## src/rtl/audio_note_seq_if.sv

```systemverilog
// CPU-side note command bus and playback status for the audio note sequencer.
// The master drives note commands and abort; the slave (sequencer) returns status and tone.
interface audio_note_seq_if #(
    parameter int HALF_W = 24,
    parameter int DUR_W  = 16,
    parameter int DEPTH  = 4
);
    localparam int LVL_W = $clog2(DEPTH) + 1;

    logic              note_valid;
    logic              note_ready;
    logic [HALF_W-1:0] note_half;
    logic [DUR_W-1:0]  note_dur;
    logic              abort;
    logic              tone_out;
    logic              busy;
    logic              note_done;
    logic [LVL_W-1:0]  fifo_level;

    modport master (
        output note_valid, note_half, note_dur, abort,
        input  note_ready, tone_out, busy, note_done, fifo_level
    );

    modport slave (
        input  note_valid, note_half, note_dur, abort,
        output note_ready, tone_out, busy, note_done, fifo_level
    );
endinterface

```

## src/rtl/audio_note_seq.sv

```systemverilog
// Note sequencer: queues (half-period, duration) commands and plays each as a
// square wave for duration*TICK_DIV cycles, with an optional silent gap between notes.
module audio_note_seq #(
    parameter int HALF_W    = 24,
    parameter int DUR_W     = 16,
    parameter int TICK_DIV  = 50000,
    parameter int GAP_TICKS = 0,
    parameter int DEPTH     = 4
) (
    input  logic            clkin,
    input  logic            rst,
    audio_note_seq_if.slave bus
);
    localparam int AW    = $clog2(DEPTH);
    localparam int LVL_W = AW + 1;
    localparam int PSC_W = (TICK_DIV > 1) ? $clog2(TICK_DIV) : 1;

    typedef enum logic [1:0] {IDLE, LOAD, PLAY, GAP} state_e;

    // Note storage: plain arrays, no reset, written only on an accepted push.
    logic [HALF_W-1:0] mem_half [DEPTH];
    logic [DUR_W-1:0]  mem_dur  [DEPTH];

    logic [AW-1:0]     wr_ptr_q, wr_ptr_d;
    logic [AW-1:0]     rd_ptr_q, rd_ptr_d;
    logic [LVL_W-1:0]  count_q, count_d;
    logic              full, push, pop;
    logic [HALF_W-1:0] head_half;
    logic [DUR_W-1:0]  head_dur;

    state_e            state_q;
    logic [HALF_W-1:0] half_q;
    logic [HALF_W-1:0] tcnt_q;
    logic [DUR_W-1:0]  rem_q;
    logic [PSC_W-1:0]  psc_q;
    logic              tone_q;
    logic              note_done_q;
    logic              tick;
    logic              fifo_nonempty;
    logic              more_after_pop;

    assign full           = (count_q == LVL_W'(DEPTH));
    assign bus.note_ready = !full && !bus.abort;
    assign push           = bus.note_valid && bus.note_ready;
    assign pop            = (state_q == LOAD) && !bus.abort;
    assign head_half      = mem_half[rd_ptr_q];
    assign head_dur       = mem_dur[rd_ptr_q];
    assign fifo_nonempty  = (count_q != '0);
    assign more_after_pop = (count_q > LVL_W'(1));
    assign tick           = (psc_q == PSC_W'(TICK_DIV - 1));

    assign bus.tone_out   = tone_q;
    assign bus.note_done  = note_done_q;
    assign bus.busy       = (state_q != IDLE);
    assign bus.fifo_level = count_q;

    always_ff @(posedge clkin) begin
        if (push) begin
            mem_half[wr_ptr_q] <= bus.note_half;
            mem_dur[wr_ptr_q]  <= bus.note_dur;
        end
    end

    always_comb begin
        wr_ptr_d = wr_ptr_q;
        rd_ptr_d = rd_ptr_q;
        count_d  = count_q;
        if (bus.abort) begin
            wr_ptr_d = '0;
            rd_ptr_d = '0;
            count_d  = '0;
        end else begin
            if (push) wr_ptr_d = wr_ptr_q + 1'b1;
            if (pop)  rd_ptr_d = rd_ptr_q + 1'b1;
            case ({push, pop})
                2'b10:   count_d = count_q + 1'b1;
                2'b01:   count_d = count_q - 1'b1;
                default: count_d = count_q;
            endcase
        end
    end

    always_ff @(posedge clkin or negedge rst) begin
        if (!rst) begin
            wr_ptr_q <= '0;
            rd_ptr_q <= '0;
            count_q  <= '0;
        end else begin
            wr_ptr_q <= wr_ptr_d;
            rd_ptr_q <= rd_ptr_d;
            count_q  <= count_d;
        end
    end

    always_ff @(posedge clkin or negedge rst) begin
        if (!rst) begin
            state_q     <= IDLE;
            half_q      <= '0;
            tcnt_q      <= '0;
            rem_q       <= '0;
            psc_q       <= '0;
            tone_q      <= 1'b0;
            note_done_q <= 1'b0;
        end else begin
            note_done_q <= 1'b0;
            if (bus.abort) begin
                state_q <= IDLE;
                half_q  <= '0;
                tcnt_q  <= '0;
                rem_q   <= '0;
                psc_q   <= '0;
                tone_q  <= 1'b0;
            end else begin
                case (state_q)
                    IDLE: begin
                        if (fifo_nonempty) state_q <= LOAD;
                    end

                    LOAD: begin
                        half_q <= head_half;
                        tcnt_q <= '0;
                        psc_q  <= '0;
                        tone_q <= 1'b0;
                        if (head_dur == '0) begin
                            // Skipped note still reports completion.
                            note_done_q <= 1'b1;
                            rem_q       <= '0;
                            state_q     <= more_after_pop ? LOAD : IDLE;
                        end else begin
                            rem_q   <= head_dur;
                            state_q <= PLAY;
                        end
                    end

                    PLAY: begin
                        psc_q <= tick ? '0 : psc_q + 1'b1;
                        if (half_q != '0) begin
                            if (tcnt_q == half_q - 1'b1) begin
                                tcnt_q <= '0;
                                tone_q <= ~tone_q;
                            end else begin
                                tcnt_q <= tcnt_q + 1'b1;
                            end
                        end
                        if (tick) begin
                            if (rem_q == DUR_W'(1)) begin
                                // Final tick: silence overrides any toggle decided this cycle.
                                note_done_q <= 1'b1;
                                tone_q      <= 1'b0;
                                tcnt_q      <= '0;
                                if (GAP_TICKS > 0) begin
                                    rem_q   <= DUR_W'(GAP_TICKS);
                                    state_q <= GAP;
                                end else begin
                                    rem_q   <= '0;
                                    state_q <= fifo_nonempty ? LOAD : IDLE;
                                end
                            end else begin
                                rem_q <= rem_q - 1'b1;
                            end
                        end
                    end

                    GAP: begin
                        tone_q <= 1'b0;
                        psc_q  <= tick ? '0 : psc_q + 1'b1;
                        if (tick) begin
                            if (rem_q == DUR_W'(1)) begin
                                rem_q   <= '0;
                                state_q <= fifo_nonempty ? LOAD : IDLE;
                            end else begin
                                rem_q <= rem_q - 1'b1;
                            end
                        end
                    end

                    default: state_q <= IDLE;
                endcase
            end
        end
    end
endmodule

```

## src/flat_wrapper.sv

```systemverilog
// flat-port wrapper written by rule: the top's interface ports become plain ports
module audio_note_seq_flat 
#(
    parameter int HALF_W    = 24,
    parameter int DUR_W     = 16,
    parameter int TICK_DIV  = 50000,
    parameter int GAP_TICKS = 0,
    parameter int DEPTH     = 4
)
  (clkin, rst, bus_note_valid, bus_note_half, bus_note_dur, bus_abort, bus_note_ready, bus_tone_out, bus_busy, bus_note_done, bus_fifo_level);
  audio_note_seq_if #(.HALF_W(HALF_W), .DUR_W(DUR_W), .DEPTH(DEPTH)) bus_i ();
  input  logic clkin;
  input  logic rst;
  input wire logic [$bits(bus_i.note_valid)-1:0] bus_note_valid;
  input wire logic [$bits(bus_i.note_half)-1:0] bus_note_half;
  input wire logic [$bits(bus_i.note_dur)-1:0] bus_note_dur;
  input wire logic [$bits(bus_i.abort)-1:0] bus_abort;
  output wire logic [$bits(bus_i.note_ready)-1:0] bus_note_ready;
  output wire logic [$bits(bus_i.tone_out)-1:0] bus_tone_out;
  output wire logic [$bits(bus_i.busy)-1:0] bus_busy;
  output wire logic [$bits(bus_i.note_done)-1:0] bus_note_done;
  output wire logic [$bits(bus_i.fifo_level)-1:0] bus_fifo_level;
  assign bus_i.note_valid = bus_note_valid;
  assign bus_i.note_half = bus_note_half;
  assign bus_i.note_dur = bus_note_dur;
  assign bus_i.abort = bus_abort;
  assign bus_note_ready = bus_i.note_ready;
  assign bus_tone_out = bus_i.tone_out;
  assign bus_busy = bus_i.busy;
  assign bus_note_done = bus_i.note_done;
  assign bus_fifo_level = bus_i.fifo_level;
  audio_note_seq #(.HALF_W(HALF_W), .DUR_W(DUR_W), .TICK_DIV(TICK_DIV), .GAP_TICKS(GAP_TICKS), .DEPTH(DEPTH)) u_core (.clkin(clkin), .rst(rst), .bus(bus_i));
endmodule
```

## config.mk

```make
export PLATFORM = sky130hd
export DESIGN_NAME = audio_note_seq_flat
export DESIGN_NICKNAME = d
export VERILOG_FILES = /design/src/rtl/audio_note_seq_if.sv /design/src/rtl/audio_note_seq.sv /design/src/flat_wrapper.sv
export SDC_FILE = /design/constraint.sdc
export NUM_CORES = 1
export LEC_CHECK = 0
export BUFFER_PORTS_ARGS = -buffer_cell sky130_fd_sc_hd__buf_4
export CAP_MARGIN = 20
export CORE_UTILIZATION = 44
export DETAILED_ROUTE_END_ITERATION = 12
export SYNTH_ARGS = -nofsm -noshare
export SYNTH_HDL_FRONTEND = slang
export SYNTH_SLANG_ARGS = --single-unit
export TNS_END_PERCENT = 100
```

## constraint.sdc

```tcl
create_clock -name clkin -period 3.9 [get_ports clkin]
set_clock_uncertainty 0.05 [all_clocks]
set_input_delay 0.78 -clock clkin [delete_from_list [all_inputs] [get_ports clkin]]
set_output_delay 0.78 -clock clkin [all_outputs]
set_load 0.03 [all_outputs]
```

==> flow_metrics.py, run 1 <==
metrics = {
    "sta": {
        "period_needed_ps": 3340,
        "setup_viol": 0,
        "hold_viol_final": 0,
        "rsz0062_at_grt": "no",
        "setup_tns_ps": 0,
        "timing.slew.headroom_pct": 41.2,
        "finalCritPeriodShare_pct": 85.5,
        "max_slew.worst_pin.slew_ps": 882,
        "report.final.slew_viol_count": 0,
        "layout_setup_ws_ps": 565,
        "fmax_ghz": 0.300,
    },
    "routing": {
        "via_count": 7398,
        "postRouteAntennaNets": 0,
        "dr.pass1.iters": 9,
        "drc_errors": 6,
        "wirelength_um": 24300,
        "via_per_inst": 5.67,
        "drt_iter0_drc": 569,
        "post_drt_wl_per_cell_um": 18.6,
    },
    "clock_network": {
        "cts_setup_buffers": 0,
        "clkSinkCount": 251,
        "root_buffer": "clkbuf_16",
        "cts_hold_buf": 0,
        "clk_latency_ps": 550,
        "clk_path_buf_depth": 3,
        "cts_tree": "done",
        "post_cts_resized": 0,
        "cts_buffers": 28,
        "cts.clk_slew.worst_paths_ps": 60,
        "htreeDepth": 1,
    },
    "synth": {
        "yosys_warnings": 0,
        "synth.top_cell.area_share_pct": 40.9,
        "ys_ff_latch": 251,
        "synthArstFlopShare_pct": 36.3,
        "ys_seq_area_share_pct": 60.3,
        "synth_top_area_cell": "edfxtp_1",
        "synthCells": 894,
        "synth_area_sq_um": 11700,
        "synth.distinct_cells": 62,
        "synth_top_flop_cell": "edfxtp_1",
        "avgSynthCellArea_sq_um": 13.1,
        "syn_nets": 956,
        "ys_top_cells_by_area": "edfxtp_1 41%, dfrtp_1 19%, mux4_2 7.7%",
        "synth_edf_count": 160,
    },
    "cells_and_area": {
        "area_growth_pct": 14.8,
        "fin_util_pct": 51.6,
        "drive_gt1_share_pct": 19.1,
        "nNetsFinal": 1010,
        "fillerInstances": 2276,
        "fin_cells": 1305,
        "antenna-diode-count": 0,
    },
    "outcome": {
        "violations": "DRC",
        "status": "complete, but fails checks",
    },
    "die": {
        "dieArea_sq_um": 27400,
        "core-area_sq_um": 26100,
        "core.rowCount": 59,
        "die_h_um": 165,
        "die-width_um": 165,
        "io_pins": 51,
        "initial_core_util_pct": 44.9,
    },
    "place": {
        "dpl.hpwl_um": 16000,
        "post-place-cells": 1253,
        "place_congestion": 0.801,
        "port_buffers": 50,
        "dp_slack_ps": 593,
    },
    "critical_path": {
        "r2r_setup_slack_ps": 560,
        "cp.required_ps": 4280,
        "worstPathMaxFanout": 13,
        "r2r_end": "u_core.tcnt_q[12]",
        "start_kind": "flop",
        "cp.arrival_ps": 3720,
        "path_class": "flop to flop",
        "r2r_start": "u_core.half_q[0]",
        "ff2ff_path_depth": 10,
        "end_kind": "flop",
    },
    "power_and_ir_drop": {
        "p_leak_nw": 5.05,
        "p_sw_mw": 2.87,
        "max-vdd-ir-drop_uv": 412,
        "switching_share_pct": 32.6,
        "pwr-share-comb_pct": 29.4,
        "power.share.clock_pct": 31.2,
        "p_int_mw": 5.93,
        "p_seq_share_pct": 39.4,
        "power_density_nw_per_um2": 652,
    },
    "global_route": {
        "grt_pass1_vias": 7278,
        "grt_antenna_before_repair": 0,
        "grt_pass1_wl_um": 39400,
        "overflow": 0,
        "grt_usage_pct": 18.6,
        "grt_max_degree": 66,
    },
    "flow_run": {
        "maxCapViolCount": 0,
    },
    "min_path": {
        "worstHoldPathType": "input port to async pin",
    },
}
==> critical path, cell delays in order, from the launching register on <==
cell and delay, ps:
dfrtp_1 430, inv_1 80, ha_1 190, nor3b_1 640, nand2_1 190, xnor2_1 200, nor4_4 220, o2111ai_2 200
or4_4 610, and3_2 230, o22a_1 180
==> cells in the mapped netlist (3+ instances only) <==
master / number
nor4_4: 4
a22oi_1: 12
o311ai_1: 6
nor3_1: 28
and2_1: 4
a31oi_1: 4
ha_1: 18
edfxtp_1: 160
nor4_1: 17
xnor2_1: 30
a21o_1: 14
nor4b_1: 3
nand2b_1: 6
or2_2: 4
o21a_1: 8
dfrtp_1: 91
o21ai_1: 6
o31ai_1: 9
nand3_1: 27
mux2i_1: 27
or4_4: 3
inv_1: 16
buf_1: 8
o21ai_0: 35
and4_1: 7
nor2_1: 68
a21oi_1: 28
and3_1: 28
nand4_1: 10
clkbuf_1: 33
nand2_1: 61
nand3b_1: 3
xor2_1: 18
mux4_2: 40
or3_1: 10
o22a_1: 4
o211ai_1: 8
nor3b_1: 6
==> through the flow <==
| step | area (sq um) | hold slack [ps] | total power [mW] |
|---|---|---|---|
| 2_1_floorplan | 11700 | 414 | 5.42 |
| 3_3_place_gp | 12500 | 437 | 6.08 |
| 3_5_place_dp | 12500 | 448 | 6.10 |
| 4_1_cts | 13500 | 336 | 8.88 |
| 5_1_grt | 13500 | 362 | 9.28 |
| 6_report | 13500 | 290 | 8.79 |
==> cells in the final DEF, fill, tap and decap left out, drive strengths merged, types with 3 or more instances in the layout <==
cell type and instances:
o21ai 41, bufinv 5, xnor2 30, o31ai 9, o211ai 8, nor3 29, mux4 40, clkbuf 29
mux2i 27, inv 19, or2 4, nor4 21, and3 30, nand4 10, o21a 8, nand2 61
or3 10, buf 70, nor2 68, a31oi 4, o311ai 6, o22a 4, edfxtp 160, nand3 27
clkinvlp 6, and2 4, and4 7, nand2b 6, nor4b 3, clkinv 9, nand3b 3, ha 18
or4 4, a21oi 29, nor3b 6, dfrtp 91, a21o 14, a22oi 12, xor2 18
==> state kept, by name, indices dropped and copies added, names as in the netlist <==
name                   count
u_core.mem_half           96
u_core.mem_dur            64
u_core.half_q             24
u_core.tcnt_q             24
u_core.psc_q              16
u_core.rem_q              16
u_core.bus.fifo_level      3
u_core.rd_ptr_q            2
u_core.state_q             2
u_core.wr_ptr_q            2
u_core.bus.note_done       1
u_core.bus.tone_out        1
==> logic make-up (layout without fill, tap and decap cells) <==
family | Yosys count | in the layout | synth area share, %
compound gates | 147 | 147 | 8.19
xor+xnor | 48 | 48 | 3.58
fa+ha+maj | 18 | 18 | 1.92
buf+inv | 62 | 138 | 2.17
flops | 251 | 251 | 60.3
mux | 69 | 69 | 10.2
simple gates | 299 | 299 | 13.7
==> power by group through the flow <==
stage	registers, mW	clock network (mW)	logic (mW)
2_1_floorplan	3.39	0	2.03
3_3_place_gp	3.51	0	2.57
3_5_place_dp	3.52	0	2.58
4_1_cts	3.47	2.81	2.59
5_1_grt	3.51	2.92	2.85
6_report	3.46	2.75	2.58
==> final cells by class <==
| type | instances | area [sq um] | share of cell area [%] |
|---|---|---|---|
| Sequential cell | 251 | 7080 | 52.5 |
| Multi-Input combinational cell | 581 | 4420 | 32.7 |
| Clock buffer | 29 | 704 | 5.22 |
| Timing Repair Buffer | 70 | 526 | 3.90 |
| Tap cell | 335 | 419 | 3.11 |
| Clock inverter | 23 | 275 | 2.04 |
| Inverter | 16 | 60.1 | 0.445 |
==> routing by layer <==
| metal | part of all wire (%) | global-route usage [%] | vias to the layer above |
|---|---|---|---|
| met4 | 1.6 | 4.26 | 0 |
| met2 | 46 | 28.9 | 146 |
| met1 | 49 | 27.5 | 3705 |
| met3 | 3.8 | 2.75 | 31 |
| li1 | - | - | 3516 |
| met5 | 0 | 0 | - |
==> worst max path at each step <==
stage                                   startpoint  cells past startpoint  slack (ps)              endpoint
after detailed placement          u_core.half_q[0]                     10         590     u_core.tcnt_q[12]
after global routing              u_core.half_q[0]                     10         370     u_core.tcnt_q[12]
final                             u_core.half_q[0]                     10         560     u_core.tcnt_q[12]
after global placement            u_core.half_q[0]                      9         650     u_core.tcnt_q[12]
after floorplan           u_core.bus.fifo_level[1]                      4         730  u_core.mem_dur[1][0]
after CTS                         u_core.half_q[0]                     10         580     u_core.tcnt_q[12]
No activity file was read; power rests on OpenSTA's default activity.
==> inputs of run 2 (changes only) <==
clock period = 4 ns   (was 3.9 ns; I/O delays follow)
==> run 2 against run 1 <==
Effect of this change: the flow still finishes with violations (DRC); worst hold slack got worse by 13 ps; non-clock buffer count shrank 1; flip-flop and latch count unchanged; register-to-register slack better by 90 ps; count of clock-buffer cells in the layout grew 6; critical endpoint unchanged.
==> flow_metrics.py, run 2 (same netlist as run 1, synthesis figures left out) <==
metrics = {
    "outcome": {
        "status": "complete, but fails checks",
        "violations": "DRC",
    },
    "global_route": {
        "grt_antenna_before_repair": 0,
        "grt_max_degree": 59,
        "grt_pass1_vias": 7402,
        "grt_pass1_wl_um": 39200,
        "overflow": 0,
        "grt_usage_pct": 18.3,
    },
    "cells_and_area": {
        "fin_util_pct": 51.4,
        "fin_cells": 1303,
        "nNetsFinal": 1009,
        "largest_reg_flops": 96,
        "fin_area_sq_um": 13400,
        "drive_gt1_share_pct": 17.7,
        "top_regs": "u_core.mem_half (96), u_core.mem_dur (64)",
        "area_growth_pct": 14.3,
        "antenna-diode-count": 0,
        "layout_commonest_cell": "edfxtp_1",
        "top_register": "u_core.mem_half",
        "most-common-layout-cells": "160 x edfxtp_1, 89 x dfrtp_1, 68 x nor2_1, 67 x buf_4, 61 x nand2_1",
    },
    "critical_path": {
        "ff2ff_path_depth": 10,
        "slowest_delay_ps": 620,
        "path_class": "flop to flop",
        "r2r_end": "u_core.tcnt_q[12]",
        "worst_path_max_delay_cell": "or4_4",
        "r2r_start": "u_core.half_q[0]",
        "start_kind": "flop",
        "crit_family": "simple AND/OR/NAND/NOR gates",
        "worstPathMaxFanout": 13,
        "cp_cell_sequence": "inv_1, ha_1, nor3b_1, nand2_1, xnor2_1, nor4_4, o2111ai_2, or4_4, and3_2, o22a_1",
        "crit_buf_inv": 1,
        "end_kind": "flop",
        "cp.arrival_ps": 3720,
        "r2r_setup_slack_ps": 660,
        "cp.required_ps": 4370,
    },
    "sta": {
        "setup_viol": 0,
        "setup_tns_ps": 0,
        "fmax_ghz": 0.299,
        "rsz0062_at_grt": "no",
        "finalCritPeriodShare_pct": 83.6,
        "max_slew.worst_pin.slew_ps": 824,
        "hold_viol_final": 0,
        "report.final.slew_viol_count": 0,
        "period_needed_ps": 3340,
        "timing.slew.headroom_pct": 44.9,
    },
    "clock_network": {
        "cts_setup_buffers": 0,
        "cts_tree": "done",
        "cts_hold_buf": 0,
        "post_cts_resized": 0,
        "cts.clk_slew.worst_paths_ps": 60,
        "htreeDepth": 1,
        "clk_path_buf_depth": 3,
        "cts_buffers": 28,
        "root_buffer": "clkbuf_16",
        "clkSinkCount": 251,
        "clk_latency_ps": 570,
    },
    "place": {
        "port_buffers": 50,
        "place_congestion": 0.811,
        "dpl.hpwl_um": 15800,
        "dpl_cell_area_sq_um": 12500,
        "post-place-cells": 1252,
    },
    "routing": {
        "dr.pass1.iters": 9,
        "drc_errors": 6,
        "post_drt_wl_per_cell_um": 18.5,
        "via_per_inst": 5.68,
        "postRouteAntennaNets": 0,
        "wirelength_um": 24100,
        "via_count": 7396,
        "drt_iter0_drc": 590,
    },
    "power_and_ir_drop": {
        "power_density_nw_per_um2": 625,
        "p_leak_nw": 5.03,
        "max-vdd-ir-drop_uv": 356,
    },
    "die": {
        "core.rowCount": 59,
        "initial_core_util_pct": 44.9,
        "io_pins": 51,
        "core-area_sq_um": 26100,
        "dieArea_sq_um": 27400,
        "die_h_um": 165,
        "die-width_um": 165,
    },
    "min_path": {
        "worstHoldPathType": "input port to async pin",
    },
    "flow_run": {
        "maxCapViolCount": 0,
    },
}
-- run 2: cell count changes in the layout (fill, tap and decap cells not counted), sizes merged --
cell and change:
clkbuf +6, clkinvlp -6, clkinv +4, inv -3, bufinv -2, buf -1
-- run 2: how the worst max path moves through the flow --
stage / depth (start not counted) / start / slack, ps / end
2_1_floorplan: 4 / u_core.bus.fifo_level[1] / 830 / u_core.mem_dur[1][0]
3_3_place_gp: 8 / u_core.half_q[8] / 730 / u_core.tcnt_q[12]
3_5_place_dp: 10 / u_core.half_q[0] / 690 / u_core.tcnt_q[12]
4_1_cts: 8 / u_core.half_q[8] / 650 / u_core.tcnt_q[12]
5_1_grt: 10 / u_core.half_q[0] / 460 / u_core.tcnt_q[12]
6_report: 10 / u_core.half_q[0] / 660 / u_core.tcnt_q[12]
-- run 2: per-stage QoR --
| stage | power, mW | setup slack (ps) | hold WS, ps |
|---|---|---|---|
| after floorplan | 5.28 | 828 | 414 |
| after global placement | 5.92 | 726 | 434 |
| after detailed placement | 5.95 | 685 | 449 |
| after CTS | 8.47 | 646 | 277 |
| after global routing | 8.84 | 457 | 319 |
| final | 8.39 | 656 | 277 |
-- run 2: cell type report --
cell class                      instances  area, sq um
Sequential cell                       251         7080
Fill cell                            2254        12700
Tap cell                              335          419
Timing Repair Buffer                   69          543
Multi-Input combinational cell        581         4420
Clock inverter                         16          170
Inverter                               16         60.1
Clock buffer                           35          727
-- run 2: routing by layer --
layer | routed length, um | up-vias | track usage, %
met2 | 10800 | 147 | 28.4
li1 | - | 3526 | -
met1 | 11800 | 3684 | 26.8
met3 | 1040 | 39 | 2.82
met4 | 469 | 0 | 4.59
met5 | 0 | - | 0
-- run 2: report_power, final --
part	leakage [nW]	internal [mW]	switching, mW
registers	2.69	3.05	0.314
logic	1.90	1.12	1.41
clock network	0.435	1.48	1.02
total	5.03	5.65	2.74
